==> src/rtl/ehl_pkg.sv <==
// ehl_pkg: constants and helpers shared by the ehl_ primitives.
// Holds the TECHNOLOGY encoding and the pipeline depth ceiling.
package ehl_pkg;

  localparam int EHL_DFF_PIPE_MAX_DEPTH = 16;

  localparam int TECH_GENERIC = 0;
  localparam int TECH_MAPPED  = 1;

  function automatic int clog2(input int v);
    int r;
    r = 0;
    while ((1 << r) < v) r++;
    return r;
  endfunction

endpackage

==> src/rtl/ehl_dff_pipe_if.sv <==
// ehl_dff_pipe_if: valid/ready bus on both sides of the pipe.
// The slave modport is the pipeline's view, master the user's.
interface ehl_dff_pipe_if
  import ehl_pkg::*;
#(
  parameter int WIDTH = 8,
  parameter int DEPTH = 2
);

  localparam int OW = clog2(DEPTH + 1);

  logic             s_valid;
  logic             s_ready;
  logic [WIDTH-1:0] s_data;
  logic             m_valid;
  logic             m_ready;
  logic [WIDTH-1:0] m_data;
  logic [OW-1:0]    occupancy;

  modport master (
    output s_valid, s_data, m_ready,
    input  s_ready, m_valid, m_data, occupancy
  );

  modport slave (
    input  s_valid, s_data, m_ready,
    output s_ready, m_valid, m_data, occupancy
  );

endinterface

==> src/rtl/ehl_dff_pipe_stage.sv <==
// ehl_dff_pipe_stage: one valid bit plus a data register.
// TECHNOLOGY selects enable flops or mux-in-front mapped cells.
module ehl_dff_pipe_stage
  import ehl_pkg::*;
#(
  parameter int               WIDTH       = 8,
  parameter logic [WIDTH-1:0] RESET_VALUE = '0,
  parameter int               TECHNOLOGY  = TECH_GENERIC
) (
  input  logic             clk,
  input  logic             reset,
  input  logic             i_clr,
  input  logic             i_adv,
  input  logic             i_vld,
  input  logic [WIDTH-1:0] i_dat,
  output logic             o_vld,
  output logic [WIDTH-1:0] o_dat
);

  logic             r_vld;
  logic [WIDTH-1:0] r_dat;

  if (TECHNOLOGY == TECH_GENERIC) begin : g_generic
    // Enable-style flops: data loads only when a valid word moves in
    always_ff @(posedge clk) begin
      if (reset) begin
        r_vld <= 1'b0;
        r_dat <= RESET_VALUE;
      end else if (i_clr) begin
        r_vld <= 1'b0;
      end else if (i_adv) begin
        r_vld <= i_vld;
        if (i_vld) r_dat <= i_dat;
      end
    end
  end else begin : g_mapped
    logic             w_vld_d;
    logic [WIDTH-1:0] w_dat_d;
    logic             w_dat_en;

    assign w_dat_en = i_adv & i_vld & ~i_clr;
    assign w_vld_d  = (reset | i_clr) ? 1'b0
                    : i_adv ? i_vld : r_vld;
    assign w_dat_d  = reset ? RESET_VALUE
                    : w_dat_en ? i_dat : r_dat;

    // Plain library flops fed by an explicit hold mux
    always_ff @(posedge clk) begin
      r_vld <= w_vld_d;
      r_dat <= w_dat_d;
    end
  end

  assign o_vld = r_vld;
  assign o_dat = r_dat;

endmodule

==> src/rtl/ehl_dff_pipe.sv <==
// ehl_dff_pipe: elastic WIDTH x DEPTH register pipeline.
// Optional flush input when EHL_DFF_PIPE_FLUSH_EN is defined.
module ehl_dff_pipe
  import ehl_pkg::*;
#(
  parameter int               WIDTH       = 8,
  parameter int               DEPTH       = 2,
  parameter logic [WIDTH-1:0] RESET_VALUE = '0,
  parameter int               TECHNOLOGY  = TECH_GENERIC
) (
  input  logic          clk,
  input  logic          reset,
`ifdef EHL_DFF_PIPE_FLUSH_EN
  input  logic          flush,
`endif
  ehl_dff_pipe_if.slave bus
);

  localparam int OW = clog2(DEPTH + 1);

  logic [DEPTH-1:0] w_vld;
  logic [DEPTH-1:0] w_rdy;
  logic [WIDTH-1:0] w_dat [DEPTH];
  logic             w_clr;
  logic             w_s_ready;
  logic             w_in_xfer;
  logic             w_out_xfer;
  logic [OW-1:0]    r_occ;

`ifdef EHL_DFF_PIPE_FLUSH_EN
  assign w_clr = flush;
`else
  assign w_clr = 1'b0;
`endif

  // Ready ripples back from the sink so bubbles get filled
  always_comb begin
    logic r;
    w_rdy = '0;
    r = ~w_vld[DEPTH-1] | bus.m_ready;
    w_rdy[DEPTH-1] = r;
    for (int i = DEPTH - 2; i >= 0; i--) begin
      r = ~w_vld[i] | r;
      w_rdy[i] = r;
    end
  end

  for (genvar g = 0; g < DEPTH; g++) begin : g_stage
    logic             w_in_vld;
    logic [WIDTH-1:0] w_in_dat;

    if (g == 0) begin : g_head
      assign w_in_vld = bus.s_valid;
      assign w_in_dat = bus.s_data;
    end else begin : g_body
      assign w_in_vld = w_vld[g-1];
      assign w_in_dat = w_dat[g-1];
    end

    ehl_dff_pipe_stage #(
      .WIDTH       (WIDTH),
      .RESET_VALUE (RESET_VALUE),
      .TECHNOLOGY  (TECHNOLOGY)
    ) u_stage (
      .clk   (clk),
      .reset (reset),
      .i_clr (w_clr),
      .i_adv (w_rdy[g]),
      .i_vld (w_in_vld),
      .i_dat (w_in_dat),
      .o_vld (w_vld[g]),
      .o_dat (w_dat[g])
    );
  end

  assign w_s_ready  = w_rdy[0] & ~reset & ~w_clr;
  assign w_in_xfer  = bus.s_valid & w_s_ready;
  assign w_out_xfer = w_vld[DEPTH-1] & bus.m_ready;

  // Occupancy tracks words held: +1 on accept, -1 on emit
  always_ff @(posedge clk) begin
    if (reset || w_clr) begin
      r_occ <= '0;
    end else if (w_in_xfer && !w_out_xfer) begin
      r_occ <= r_occ + 1'b1;
    end else if (!w_in_xfer && w_out_xfer) begin
      r_occ <= r_occ - 1'b1;
    end
  end

  assign bus.s_ready   = w_s_ready;
  assign bus.m_valid   = w_vld[DEPTH-1];
  assign bus.m_data    = w_dat[DEPTH-1];
  assign bus.occupancy = r_occ;

endmodule

==> src/flat_wrapper.sv <==
// flat-port wrapper written by rule: the top's interface ports become plain ports
module ehl_dff_pipe_flat import ehl_pkg::*;
#(
  parameter int               WIDTH       = 8,
  parameter int               DEPTH       = 2,
  parameter logic [WIDTH-1:0] RESET_VALUE = '0,
  parameter int               TECHNOLOGY  = TECH_GENERIC
)
  (clk, reset, bus_s_valid, bus_s_data, bus_m_ready, bus_s_ready, bus_m_valid, bus_m_data, bus_occupancy);
  ehl_dff_pipe_if #(.WIDTH(WIDTH), .DEPTH(DEPTH)) bus_i ();
  input  logic clk;
  input  logic reset;
  input wire logic [$bits(bus_i.s_valid)-1:0] bus_s_valid;
  input wire logic [$bits(bus_i.s_data)-1:0] bus_s_data;
  input wire logic [$bits(bus_i.m_ready)-1:0] bus_m_ready;
  output wire logic [$bits(bus_i.s_ready)-1:0] bus_s_ready;
  output wire logic [$bits(bus_i.m_valid)-1:0] bus_m_valid;
  output wire logic [$bits(bus_i.m_data)-1:0] bus_m_data;
  output wire logic [$bits(bus_i.occupancy)-1:0] bus_occupancy;
  assign bus_i.s_valid = bus_s_valid;
  assign bus_i.s_data = bus_s_data;
  assign bus_i.m_ready = bus_m_ready;
  assign bus_s_ready = bus_i.s_ready;
  assign bus_m_valid = bus_i.m_valid;
  assign bus_m_data = bus_i.m_data;
  assign bus_occupancy = bus_i.occupancy;
  ehl_dff_pipe #(.WIDTH(WIDTH), .DEPTH(DEPTH), .RESET_VALUE(RESET_VALUE), .TECHNOLOGY(TECHNOLOGY)) u_core (.clk(clk), .reset(reset), .bus(bus_i));
endmodule
==> config.mk <==
export PLATFORM = sky130hd
export DESIGN_NAME = ehl_dff_pipe_flat
export DESIGN_NICKNAME = d
export VERILOG_FILES = /design/src/rtl/ehl_pkg.sv /design/src/rtl/ehl_dff_pipe_if.sv /design/src/rtl/ehl_dff_pipe_stage.sv /design/src/rtl/ehl_dff_pipe.sv /design/src/flat_wrapper.sv
export SDC_FILE = /design/constraint.sdc
export NUM_CORES = 1
export LEC_CHECK = 0
export CORE_MARGIN = 2
export CORE_UTILIZATION = 40
export DETAILED_ROUTE_END_ITERATION = 12
export GPL_TIMING_DRIVEN = 0
export PLACE_DENSITY = 0.68
export REMOVE_ABC_BUFFERS = 1
export SLEW_MARGIN = 5
export SYNTH_ARGS = -nofsm -noshare
export SYNTH_HDL_FRONTEND = slang
export SYNTH_HIERARCHICAL = 1
export SYNTH_SLANG_ARGS = --single-unit
export TNS_END_PERCENT = 100
==> constraint.sdc <==
create_clock -name clk -period 2.2 [get_ports clk]
set_input_delay 0.33 -clock clk [delete_from_list [all_inputs] [get_ports clk]]
set_output_delay 0.33 -clock clk [all_outputs]
set_load 0.01 [all_outputs]
## Word-level counts from Yosys, hierarchy flattened

Index checks and enable logic that the tools add are counted.

| storage, ports and cells | value |
|---|---|
| flip-flop bits (word level) | 20 |
| input port bits | 12 |
| output and inout bits | 12 |
| word-level logic and storage cells | 24 |

| operators by class | value |
|---|---|
| add/sub/neg operators | 2 |
| multiplexer cells | 2 |
| bitwise logic cells | 8 |
| reductions and logical operators | 7 |

Operators by type and width:

| cell | number |
|---|---|
| 2-bit two-way mux | 2 |
| 2-bit AND reduction | 2 |
| 1-bit AND | 3 |
| 1-bit inverter | 3 |
| 2-bit by 1-bit adder with 2-bit output (second input constant) | 1 |
| 1-bit logical AND | 2 |
| 1-bit zero test | 2 |
| 1-bit OR | 2 |
| 2-bit nonzero test | 1 |
| 2-bit by 1-bit subtractor with 2-bit output (second input constant) | 1 |

## Depth between registers and ports, before layout

| depth | value |
|---|---|
| word-level depth | 9 |
| mapped depth | 7 |
| gate-level depth less buffers | 7 |

## Modules after synthesis

The synthesis kept the hierarchy.

Modules (own cells, without submodules):

| module | instances | cells each | area each (um2) | seq. area each (um2) |
|---|---|---|---|---|
| ehl_dff_pipe_stage | 2 | 38 | 399.1 | 180.2 |
| ehl_dff_pipe | 1 | 17 | 126.4 | 40.0 |

## Worst setup path before layout

No wires, ideal clock.

| path | value |
|---|---|
| path kind | register to register |
| start | register u_core.g_stage[1].u_stage.r_vld |
| end | register u_core.r_occ[1] (netlist: u_core/bus.occupancy[1]) |
| setup time | 0.070 ns |
| data arrival time | 1.517 ns |
| required time | 2.130 ns |
| setup slack | 0.614 ns |
| stages on the path, launching flop included | 7 |
| path buffers | 0 |
| clock period less this slack | 1.586 ns |
| cells stage by stage | dfxtp_1 > nand2b_1 > nor2_1 > nor3b_1 > ha_1 > or3_1 > a21oi_1 |

| on the way | value |
|---|---|
| cells in the longest elaborated chain, start to end | 8 |
| elaborated cells on any way between the ends | 12 |
| those cells by class | 1 x mux; 6 x bitwise; 5 x reduce/logical |

Ends and longest elaborated chain:

| item | line | source |
|---|---|---|
| start: declaration | ehl_dff_pipe_stage.sv:20 | `logic r_vld;` |
| start signal: assignment | ehl_dff_pipe_stage.sv:32 | `r_vld <= i_vld;` |
| 1-bit inverter (*) | ehl_dff_pipe.sv:40 | `r = ~w_vld[DEPTH-1] \| bus.m_ready;` |
| 1-bit OR (*) | ehl_dff_pipe.sv:40 |  |
| named net u_core.w_rdy[1] | ehl_dff_pipe.sv:22 | `logic [DEPTH-1:0] w_rdy;` |
| 1-bit OR (*) | ehl_dff_pipe.sv:43 | `r = ~w_vld[i] \| r;` |
| 1-bit AND (*) | ehl_dff_pipe.sv:76 | `assign w_s_ready = w_rdy[0] & ~reset & ~w_clr;` |
| 1-bit AND (*) | ehl_dff_pipe.sv:77 | `assign w_in_xfer = bus.s_valid & w_s_ready;` |
| 1-bit zero test | ehl_dff_pipe.sv:86 | `end else if (!w_in_xfer && w_out_xfer) begin` |
| 1-bit logical AND | ehl_dff_pipe.sv:86 |  |
| 2-bit nonzero test (no line) | - |  |
| end signal: assignment | ehl_dff_pipe.sv:85 | `r_occ <= r_occ + 1'b1;` |
| end signal: assignment | ehl_dff_pipe.sv:87 | `r_occ <= r_occ - 1'b1;` |
| end: declaration | ehl_dff_pipe.sv:28 | `logic [OW-1:0] r_occ;` |

Mark *: on every way through the listed nets, which the timed path passes. The rest lies on a longest branch.
A chain may end at the register's enable or synchronous reset.

## Final worst setup path

| path | value |
|---|---|
| start | input bus_m_ready |
| end | output bus_s_ready |

| on the way | value |
|---|---|
| cells in the longest elaborated chain, start to end | 3 |

Ends and longest elaborated chain:

| item | line | source |
|---|---|---|
| start: declaration | flat_wrapper.sv:15 | `input wire logic [$bits(bus_i.m_ready)-1:0] bus_m_ready;` |
| 1-bit OR | ehl_dff_pipe.sv:40 |  |
| named net u_core.w_rdy[1] | ehl_dff_pipe.sv:22 |  |
| 1-bit OR | ehl_dff_pipe.sv:43 |  |
| 1-bit AND | ehl_dff_pipe.sv:76 |  |
| end: declaration | flat_wrapper.sv:16 | `output wire logic [$bits(bus_i.s_ready)-1:0] bus_s_ready;` |

The timed path passes the listed nets, and every way through them passes these cells.

==> flow_metrics.py <==
metrics = {
    "status": {
        "status": "finished, final reports clean",
    },
    "pwr": {
        "pwr-share-comb_pct": 11.1,
        "power_density_nw_per_um2": 629,
        "switching_share_pct": 20.2,
        "p_switching_mw": 0.155,
        "pwr-share-clk_pct": 39.0,
        "seqPwrFrac_pct": 50.0,
        "leakage_nw": 0.454,
        "p_int_mw": 0.611,
        "peakVddDrop_mv": 0.325,
    },
    "floorplanning": {
        "die_x_um": 52.1,
        "design.die.area_um2": 2710,
        "die_h_um": 52.1,
        "initial_utilization_pct": 42.2,
        "core_region_area_um2": 2190,
        "core.rowCount": 17,
        "num_io_pins": 24,
    },
    "synth": {
        "ys_async_sr_fraction_pct": 0,
        "ys_top_cells_by_area": "dfxtp_1, nand2b_1, mux2i_1",
        "synth_top_area_share_pct": 43.3,
        "synthCells": 93,
        "ys_ff_latch": 20,
        "ys_seq_area_share_pct": 43.3,
        "synth_most_common_cell": "nand2b_1",
        "synth_largest_area_cell": "dfxtp_1",
        "yosys_most_used_dff": "dfxtp_1",
        "yosysWarnings": 6,
        "synthDistinctLibCells": 17,
        "synth_edf_count": 0,
        "syn_area_per_cell_um2": 9.94,
        "synthTopCellsByCount": "nand2b_1, dfxtp_1, mux2i_1, nor2_1",
        "synth_area_um2": 925,
    },
    "finish": {
        "nNetsFinal": 133,
        "finalNonFillerCells": 147,
        "diodes": 0,
        "layout-drive-gt1-share_pct": 4.20,
        "fin_area_um2": 1220,
        "syn_to_final_growth_pct": 31.8,
    },
    "setup_path": {
        "cp.required_ps": 1870,
        "start_kind": "primary input",
        "cp_data_arrival_time_ps": 1660,
        "worstSetupPathType": "in2out",
        "critical_path.max_fanout": 3,
        "end_kind": "output port",
    },
    "routing": {
        "drc": 0,
        "num_vias": 661,
        "drtIter0Drc": 8,
        "viasPerCell": 4.50,
        "wl_per_cell_um": 10.3,
        "ant_nets": 0,
        "firstDrtPassIters": 4,
        "routed_wl_um": 1520,
    },
    "grt": {
        "grt_overflow_total": 0,
        "grt_max_degree": 39,
        "antenna_found_initial": 0,
        "grt_usage_pct": 12.5,
        "grt_pass1_vias": 564,
        "grt_pass1_wl_um": 2430,
    },
    "timing": {
        "fin_skew_ps": 12.5,
        "hold_ws_ps": 468,
        "setup_viol": 0,
        "drv_slew": 0,
        "setup_ws_ps": 205,
        "relSlewSlack_pct": 65.2,
        "worstMarginPinSlew_ps": 523,
        "fin_crit_ps": 1990,
        "fmax_mhz": 501,
        "finalHoldViolations": 0,
        "rsz0062_at_grt": "no",
        "fin_crit_sh_pct": 90.7,
    },
    "place": {
        "place_ws_ps": -347,
        "post-dp-hpwl_um": 1060,
        "dpl_cell_area_um2": 1170,
        "numPortBuffers": 23,
        "placed_cells": 143,
        "gp_congestion": 0.680,
    },
    "clock_tree": {
        "cts_buffer_depth": 2,
        "cts_root_buf": "clkbuf_4",
        "cts_buffers": 3,
        "ctsHtreeMaxLevel": 1,
        "clk_pin_slew_ps": 120,
        "cts.sinks": 20,
        "worstSkewPairLatency_ps": 300,
        "cts_tree": "yes",
        "postCtsSetupRepairBufs": 0,
    },
    "job": {
        "drv_cap": 0,
    },
    "hold_path": {
        "min_path_type": "reg2reg",
    },
}
[power by group through the flow]
stage / logic [mW] / registers (mW) / clock network [mW]
final: 0.0848 / 0.383 / 0.299
after CTS: 0.0862 / 0.383 / 0.308
after floorplan: 0.0417 / 0.392 / 0
after global routing: 0.0923 / 0.385 / 0.325
after detailed placement: 0.0869 / 0.391 / 0
after global placement: 0.0855 / 0.390 / 0
[path summary, 6_finish.rpt]
path,startpoint,endpoint,slack (ps),cells after the start
max,bus_m_ready,bus_s_ready,210,5
max reg2reg,u_core/g_stage[1].u_stage/o_vld$_SDFFE_PP0P_,u_core/bus.occupancy[1]$_SDFFE_PP0P_,520,6
min reg2reg,u_core/g_stage[0].u_stage/o_dat[4]$_SDFFE_PP0P_,u_core/g_stage[1].u_stage/o_dat[4]$_SDFFE_PP0P_,470,2
min,u_core/g_stage[0].u_stage/o_dat[4]$_SDFFE_PP0P_,u_core/g_stage[1].u_stage/o_dat[4]$_SDFFE_PP0P_,470,2
[kinds of logic after synthesis]
family	after synthesis	synth area share, %
fa+ha+maj	1	1.35
buf+inv	6	4.06
compound gates	2	1.08
simple gates	43	28.4
flops	20	43.3
mux	18	19.5
xor+xnor	2	1.89
other cells	1	0.406
[placed cells by master, fill, tap and decap left out, types with 2 or more instances in the layout]
cell type / synthesis / layout
conb_1: 1 / 4
nor2_1: 3 / 3
dfxtp_1: 20 / 20
inv_1: 2 / 2
nor3_1: 2 / 2
xor2_1: 2 / 2
and3b_1: 2 / 2
mux2i_1: 18 / 18
nand2b_1: 33 / 33
clkbuf_4: 0 / 3
clkdlybuf4s50_1: 0 / 22
[through the flow]
| step | util [%] | total power [mW] | TNS, ps |
|---|---|---|---|
| floorplan | - | 0.434 | 0 |
| global placement | 53.5 | 0.476 | -516 |
| detailed placement | 53.5 | 0.478 | -621 |
| CTS | 55.8 | 0.777 | 0 |
| global route | 55.6 | 0.802 | 0 |
| finish | 55.6 | 0.766 | 0 |
[critical path: stages]
cell and delay [ps]:
clkdlybuf4s50_1 470, nand2b_1 160, nor2_1 80, nor2_1 80, clkdlybuf4s50_1 540
[final cells by class]
type	instances	area, µm²
tap	28	35.0
sequential	20	400
clock inverter	1	30.0
fill	219	972
clock buffer	3	22.5
inverter	2	7.51
timing repair buffer	23	225
multi-input combinational	70	498
[state kept, by name, indices dropped and copies added (netlist names)]
signal	count
u_core/bus.occupancy	2
u_core/g_stage.u_stage/o_vld	2
u_core/g_stage.u_stage/o_dat	16
[layer usage]
layer	part of all wire [%]	global-route usage (%)
met1	48	15.7
met2	47	19.2
met3	4.5	3.74
met4	1.1	6.58
met5	0	0
[timing repair]
item	CTS	global route
hold buffers	0	0
setup endpoints to repair	2	1
gates resized for setup	1	2
Note: power is estimated with default switching activity, not from simulation.
